===== config.mk =====
export PLATFORM = sky130hd
export DESIGN_NAME = cart_loader
export DESIGN_NICKNAME = d
export VERILOG_FILES = /design/src/rtl/cart_loader_pkg.sv /design/src/rtl/sync2.sv /design/src/rtl/cart_loader.sv
export SDC_FILE = /design/constraint.sdc
export NUM_CORES = 1
export LEC_CHECK = 0
export ABC_AREA = 1
export ABC_CLOCK_PERIOD_IN_PS = 2500
export CORE_MARGIN = 2
export CORE_UTILIZATION = 31
export CTS_CLUSTER_DIAMETER = 150
export DETAILED_ROUTE_END_ITERATION = 6
export GPL_TIMING_DRIVEN = 0
export SYNTH_ARGS = -nofsm -noshare
export SYNTH_HDL_FRONTEND = slang
export SYNTH_SLANG_ARGS = --single-unit

===== constraint.sdc =====
create_clock -name i_clk -period 2.5 [get_ports i_clk]
set_input_delay 0.75 -clock i_clk [delete_from_list [all_inputs] [get_ports i_clk]]
set_output_delay 0.75 -clock i_clk [all_outputs]
set_load 0.02 [all_outputs]

===== src/rtl/cart_loader_pkg.sv =====
// Shared types and helpers for the cartridge loader: FSM state encoding and
// the clamp that limits a requested byte count to the buffer depth.
package cart_loader_pkg;

  typedef enum logic [2:0] {
    ST_IDLE = 3'd0,
    ST_RD   = 3'd1,
    ST_WR   = 3'd2,
    ST_ACK  = 3'd3,
    ST_FIN  = 3'd4
  } state_t;

  function automatic logic [16:0] len_clamp(input logic [15:0] size,
                                            input logic [16:0] depth);
    logic [16:0] w_size_ext;
    w_size_ext = {1'b0, size};
    if (w_size_ext > depth) begin
      return depth;
    end else begin
      return w_size_ext;
    end
  endfunction

endpackage


===== src/rtl/sync2.sv =====
// Two-flop level synchronizer for a single asynchronous control bit,
// cleared by the synchronous active-low reset.
module sync2 (
  input  logic i_clk,
  input  logic i_reset_n,
  input  logic i_d,
  output logic o_q
);

  logic r_meta;
  logic r_sync;

  // metastability stage followed by the stable output stage
  always_ff @(posedge i_clk) begin
    if (!i_reset_n) begin
      r_meta <= 1'b0;
      r_sync <= 1'b0;
    end else begin
      r_meta <= i_d;
      r_sync <= r_meta;
    end
  end

  assign o_q = r_sync;

endmodule


===== src/rtl/cart_loader.sv =====
// Copies a finished SPI download from the buffer into cartridge memory while
// holding the console in reset. Optional running checksum: CART_LOADER_CHECKSUM_EN.
module cart_loader
  import cart_loader_pkg::*;
#(
  parameter int                BUF_AW   = 13,
  parameter int                DST_AW   = 16,
  parameter logic [DST_AW-1:0] DST_BASE = 16'h2000,
  parameter int                RD_LAT   = 2
) (
  input  logic              i_clk,
  input  logic              i_reset_n,
  input  logic              i_downloading,
  input  logic [15:0]       i_size,
  output logic [BUF_AW-1:0] o_buf_a,
  input  logic [7:0]        i_buf_dout,
  output logic [DST_AW-1:0] o_mem_addr,
  output logic [7:0]        o_mem_data,
  output logic              o_mem_req,
  input  logic              i_mem_ack,
  output logic              o_cpu_reset,
  output logic              o_busy,
  output logic              o_done,
  output logic              o_trunc
`ifdef CART_LOADER_CHECKSUM_EN
  ,output logic [15:0]      o_csum
`endif
);

  localparam logic [16:0] DEPTH    = 17'(2 ** BUF_AW);
  localparam logic [1:0]  CNT_LAST = 2'(RD_LAT - 1);

  state_t            r_state;
  state_t            w_state_step;
  state_t            w_state_nxt;
  logic              w_dl_s;
  logic              r_dl_d;
  logic              w_dl_rise;
  logic              w_dl_fall;
  logic              w_ack_ok;
  logic              w_last;
  logic [16:0]       w_len_c;
  logic              w_trunc_c;
  logic [16:0]       w_idx_inc;
  logic [DST_AW-1:0] w_addr_c;
  logic [16:0]       r_len;
  logic [16:0]       r_index;
  logic [1:0]        r_cnt;
  logic [BUF_AW-1:0] r_buf_a;
  logic [DST_AW-1:0] r_mem_addr;
  logic [7:0]        r_mem_data;
  logic              r_mem_req;
  logic              r_cpu_reset;
  logic              r_busy;
  logic              r_done;
  logic              r_trunc;

  sync2 u_sync_dl (
    .i_clk     (i_clk),
    .i_reset_n (i_reset_n),
    .i_d       (i_downloading),
    .o_q       (w_dl_s)
  );

  assign w_dl_rise = w_dl_s & ~r_dl_d;
  assign w_dl_fall = ~w_dl_s & r_dl_d;
  assign w_ack_ok  = i_mem_ack & r_mem_req;
  assign w_len_c   = len_clamp(i_size, DEPTH);
  assign w_trunc_c = ({1'b0, i_size} > DEPTH);
  assign w_idx_inc = r_index + 17'd1;
  assign w_last    = (w_idx_inc == r_len);
  assign w_addr_c  = DST_BASE + DST_AW'(r_index);

  // state register and edge-detect history
  always_ff @(posedge i_clk) begin
    if (!i_reset_n) begin
      r_state <= ST_IDLE;
      r_dl_d  <= 1'b0;
    end else begin
      r_state <= w_state_nxt;
      r_dl_d  <= w_dl_s;
    end
  end

  // next-state; a new download arriving mid-copy aborts back to idle
  always_comb begin
    w_state_step = r_state;
    w_state_nxt  = r_state;
    case (r_state)
      ST_IDLE: begin
        if (w_dl_fall) begin
          w_state_step = (w_len_c == 17'd0) ? ST_FIN : ST_RD;
        end else begin
          w_state_step = ST_IDLE;
        end
      end
      ST_RD: begin
        if (r_cnt == CNT_LAST) begin
          w_state_step = ST_WR;
        end else begin
          w_state_step = ST_RD;
        end
      end
      ST_WR:   w_state_step = ST_ACK;
      ST_ACK: begin
        if (w_ack_ok) begin
          w_state_step = w_last ? ST_FIN : ST_RD;
        end else begin
          w_state_step = ST_ACK;
        end
      end
      ST_FIN:  w_state_step = ST_IDLE;
      default: w_state_step = ST_IDLE;
    endcase
    if (w_dl_rise && (r_state != ST_IDLE)) begin
      w_state_nxt = ST_IDLE;
    end else begin
      w_state_nxt = w_state_step;
    end
  end

  // datapath and registered outputs
  always_ff @(posedge i_clk) begin
    if (!i_reset_n) begin
      r_len       <= 17'd0;
      r_index     <= 17'd0;
      r_cnt       <= 2'd0;
      r_buf_a     <= '0;
      r_mem_addr  <= DST_BASE;
      r_mem_data  <= 8'd0;
      r_mem_req   <= 1'b0;
      r_cpu_reset <= 1'b0;
      r_busy      <= 1'b0;
      r_done      <= 1'b0;
      r_trunc     <= 1'b0;
    end else begin
      r_busy    <= (w_state_nxt == ST_RD) || (w_state_nxt == ST_WR) || (w_state_nxt == ST_ACK);
      r_done    <= (w_state_nxt == ST_FIN);
      r_mem_req <= (w_state_nxt == ST_ACK);
      if (w_dl_rise) begin
        r_cpu_reset <= 1'b1;
      end else if (w_state_nxt == ST_FIN) begin
        r_cpu_reset <= 1'b0;
      end
      case (r_state)
        ST_IDLE: begin
          if (w_dl_fall) begin
            r_len   <= w_len_c;
            r_trunc <= w_trunc_c;
            r_index <= 17'd0;
            r_buf_a <= '0;
            r_cnt   <= 2'd0;
          end
        end
        ST_RD:   r_cnt <= r_cnt + 2'd1;
        ST_WR: begin
          r_mem_data <= i_buf_dout;
          r_mem_addr <= w_addr_c;
        end
        ST_ACK: begin
          if (w_ack_ok) begin
            r_index <= w_idx_inc;
            r_buf_a <= w_idx_inc[BUF_AW-1:0];
            r_cnt   <= 2'd0;
          end
        end
        default: r_cnt <= 2'd0;
      endcase
    end
  end

  assign o_buf_a     = r_buf_a;
  assign o_mem_addr  = r_mem_addr;
  assign o_mem_data  = r_mem_data;
  assign o_mem_req   = r_mem_req;
  assign o_cpu_reset = r_cpu_reset;
  assign o_busy      = r_busy;
  assign o_done      = r_done;
  assign o_trunc     = r_trunc;

`ifdef CART_LOADER_CHECKSUM_EN
  logic [15:0] r_csum;

  // sum of accepted bytes, restarted when a new download completes
  always_ff @(posedge i_clk) begin
    if (!i_reset_n) begin
      r_csum <= 16'd0;
    end else if (w_dl_fall) begin
      r_csum <= 16'd0;
    end else if (w_ack_ok) begin
      r_csum <= r_csum + {8'd0, r_mem_data};
    end
  end

  assign o_csum = r_csum;
`endif

endmodule


==> flow_metrics.py <==
metrics = {
    "timing": {
        "finalSetupViolCount": 0,
        "fin_skew_ps": 7.39,
        "layout_min_cycle_time_ps": 2350,
        "timing.slew.headroom_pct": 59.9,
        "timing.fmax_mhz": 426,
        "slew_viol_final": 0,
        "hold_violations": 0,
        "rsz0062_at_grt": "false",
        "fin_crit_sh_pct": 94.0,
        "tightest_slew_ps": 601,
    },
    "floorplan": {
        "start_util_pct": 32.1,
        "fp.dieW_um": 111,
        "fp.dieH_um": 111,
        "die-area_um2": 12200,
        "core_um2": 11000,
        "rows": 38,
        "pin_count": 70,
    },
    "clock_tree": {
        "cts.clk_slew.worst_paths_ps": 60,
        "cts_buffer_depth": 2,
        "htreeDepth": 3,
        "cts_tree": "built",
        "cts_made_buffers": 9,
        "clock_sinks": 70,
        "holdBufCountCts": 0,
        "root_buffer": "clkbuf_16",
        "insertion_delay_ps": 320,
    },
    "grt": {
        "antenna_found_initial": 0,
        "grt_pass1_vias": 3443,
        "grt_max_degree": 14,
        "overflow": 0,
        "grt_pass1_wl_um": 16600,
        "groute.usage.overall_pct": 16.8,
    },
    "worst_setup_path": {
        "worstPathMaxFanout": 8,
        "slowest_delay_ps": 590,
        "cp_top_family": "buffers and inverters",
        "critPathLaunchType": "register",
        "crit_buf_inv": 2,
        "critPathKind": "register to output port",
        "r2r_setup_slack_ps": 260,
        "timing.critical_path.cells": "buf_4, clkdlybuf4s50_1",
        "reg2reg_depth": 16,
        "rr_startpoint": "r_index[0]$_SDFFE_PN0P_",
        "r2r-end": "o_mem_req$_SDFF_PN0_",
        "required_ps": 1750,
        "endpoint_kind": "output port",
        "cp.arrival_ps": 1600,
        "crit_slowest_cell": "clkdlybuf4s50_1",
    },
    "final_layout": {
        "diodes": 0,
        "drive_above_1_share_pct": 8.90,
        "fin_util_pct": 43.1,
        "nNetsFinal": 644,
        "num-fill-cells": 1169,
        "syn_to_final_growth_pct": 34.6,
    },
    "power": {
        "power_density_nw_per_um2": 554,
        "power.total_mw": 2.63,
        "leakage_nw": 1.94,
        "vdd_ir_drop_max_v": 0.000307,
    },
    "yosys": {
        "syn_inst": 532,
        "yosysSeqAreaShare_pct": 39.8,
        "synth_cell_types": 33,
        "synth_ff_type": "dfxtp_1",
        "synth_seq_cells": 70,
        "synthArstFlopShare_pct": 0,
        "synth_area_leaders": "dfxtp_1, nand2_1, nor2_1",
        "synth_area_um2": 3520,
        "synth_nets": 563,
        "ys_top_cells_by_count": "nand2_1, nor2_1, dfxtp_1",
        "synth_edf_count": 0,
        "yosys_warnings": 0,
        "post-synth-top-count-cell": "nand2_1",
        "yosys.area.top_type": "dfxtp_1",
        "synth_top_area_share_pct": 39.8,
        "avgSynthCellArea_um2": 6.62,
    },
    "routing": {
        "wirelength_um": 10200,
        "final_antenna_net_count": 0,
        "drt_first_pass_iters": 7,
        "route.detailed.drc": 0,
        "wl_per_cell_um": 13.4,
        "drtIter0Drc": 175,
        "vias_per_cell": 4.79,
        "vias": 3630,
    },
    "place": {
        "hpwl_um": 8020,
        "gp_congestion": 0.955,
        "port_buffers": 69,
    },
    "worst_hold_path": {
        "hp-start": "u_sync_dl.r_meta$_SDFF_PN0_",
        "min-delay-path-class": "register to register",
        "holdPathEnd": "u_sync_dl.o_q$_SDFF_PN0_",
        "whs_path_depth": 2,
    },
    "run": {
        "maxCapViolations": 0,
    },
    "outcome": {
        "status": "completed",
    },
}
-- flip-flops by register name, indices dropped and copies added (netlist names) --
name,cells
r_index,17
o_mem_addr,16
r_len,16
o_mem_data,8
r_state,3
r_cnt,2
o_busy,1
o_cpu_reset,1
o_done,1
o_mem_req,1
o_trunc,1
r_dl_d,1
u_sync_dl.o_q,1
u_sync_dl.r_meta,1
-- per-stage QoR --
step                hold WS [ps]  TNS [ps]  setup WS, ps  instances  area [µm²]
global placement             398     -6560          -444        741        4390
detailed placement           406     -6860          -451        741        4390
finish                       414         0           151        758        4740
floorplan                    390         0           622        532        3520
global route                 430         0          7.37        758        4740
CTS                          420         0          71.8        757        4720
-- timing repair --
action / 4_1_cts / 5_1_grt
gates resized for setup: 1 / 6
endpoints found under the setup margin: 11 / 16
hold endpoints to repair: 0 / 0
pin swaps: 0 / 2
setup buffers: 0 / 1
-- final cells by class --
class / count / area [µm²] / area share [%]
Buffer: 28 / 155 / 3.27
Clock buffer: 10 / 229 / 4.83
Clock inverter: 6 / 93.8 / 1.98
Inverter: 55 / 206 / 4.36
Multi-Input combinational cell: 379 / 1780 / 37.5
Sequential cell: 70 / 1400 / 29.6
Tap cell: 140 / 175 / 3.70
Timing Repair Buffer: 70 / 698 / 14.7
-- cells by family after synthesis --
kind of cell,share of synthesized area [%]
and+or+nand+nor,35.7
buffers and inverters,10.3
DFF,39.8
xor gates and xnor gates,0.249
adders and majority gates,1.07
AOI/OAI and AO/OA,12.9
-- per-layer routing --
metal  global-route usage, %  share of wire (%)  vias up
li1                        -                  -     1873
met1                    21.3                 45     1668
met2                    28.5                 48       81
met3                    2.41                5.2        8
met4                    6.75                1.4        0
met5                       0                  0        -
-- how the worst max path moves through the flow --
stage | startpoint | endpoint | depth (start not counted)
2_1_floorplan | i_mem_ack | o_mem_req$_SDFF_PN0_ | 12
3_3_place_gp | i_mem_ack | r_index[15]$_SDFFE_PN0P_ | 7
3_5_place_dp | i_mem_ack | r_index[3]$_SDFFE_PN0P_ | 7
4_1_cts | i_mem_ack | r_index[5]$_SDFFE_PN0P_ | 6
5_1_grt | i_mem_ack | o_busy$_SDFF_PN0_ | 14
6_report | r_index[7]$_SDFFE_PN0P_ | o_buf_a[7] | 2
-- cells in the final DEF, fill, tap and decap left out, types with 2 or more instances in the layout --
cell             Yosys  layout
clkdlybuf4s50_1      0      69
nand2_2              4       5
inv_1               52      52
nor2_1              73      71
nand3b_1             5       5
nand4_1             12      12
or2_2                3       3
dfxtp_1             70      68
nor3_1               5       5
clkbuf_1            14      15
o21ai_0             35      35
nand3_1             42      41
nand3_2              2       3
buf_4               13      14
dfxtp_2              0       2
ha_1                 3       3
bufinv_16            0       2
clkbuf_16            0       9
nand2_1            134     133
a21oi_1             44      44
clkinv_4             0       2
nor2_2               3       5
inv_2                2       2
-- tightest hold or removal path, cell delays in order (launching register included) --
cell	delay, ps
dfxtp_1	300
nand2_1	50
inv_1	40
-- power breakdown --
group / switching (mW) / internal (mW)
logic: 0.0633 / 0.0607
clock network: 0.492 / 0.881
registers: 0.00520 / 1.13
No activity file was read; power rests on OpenSTA's default activity.
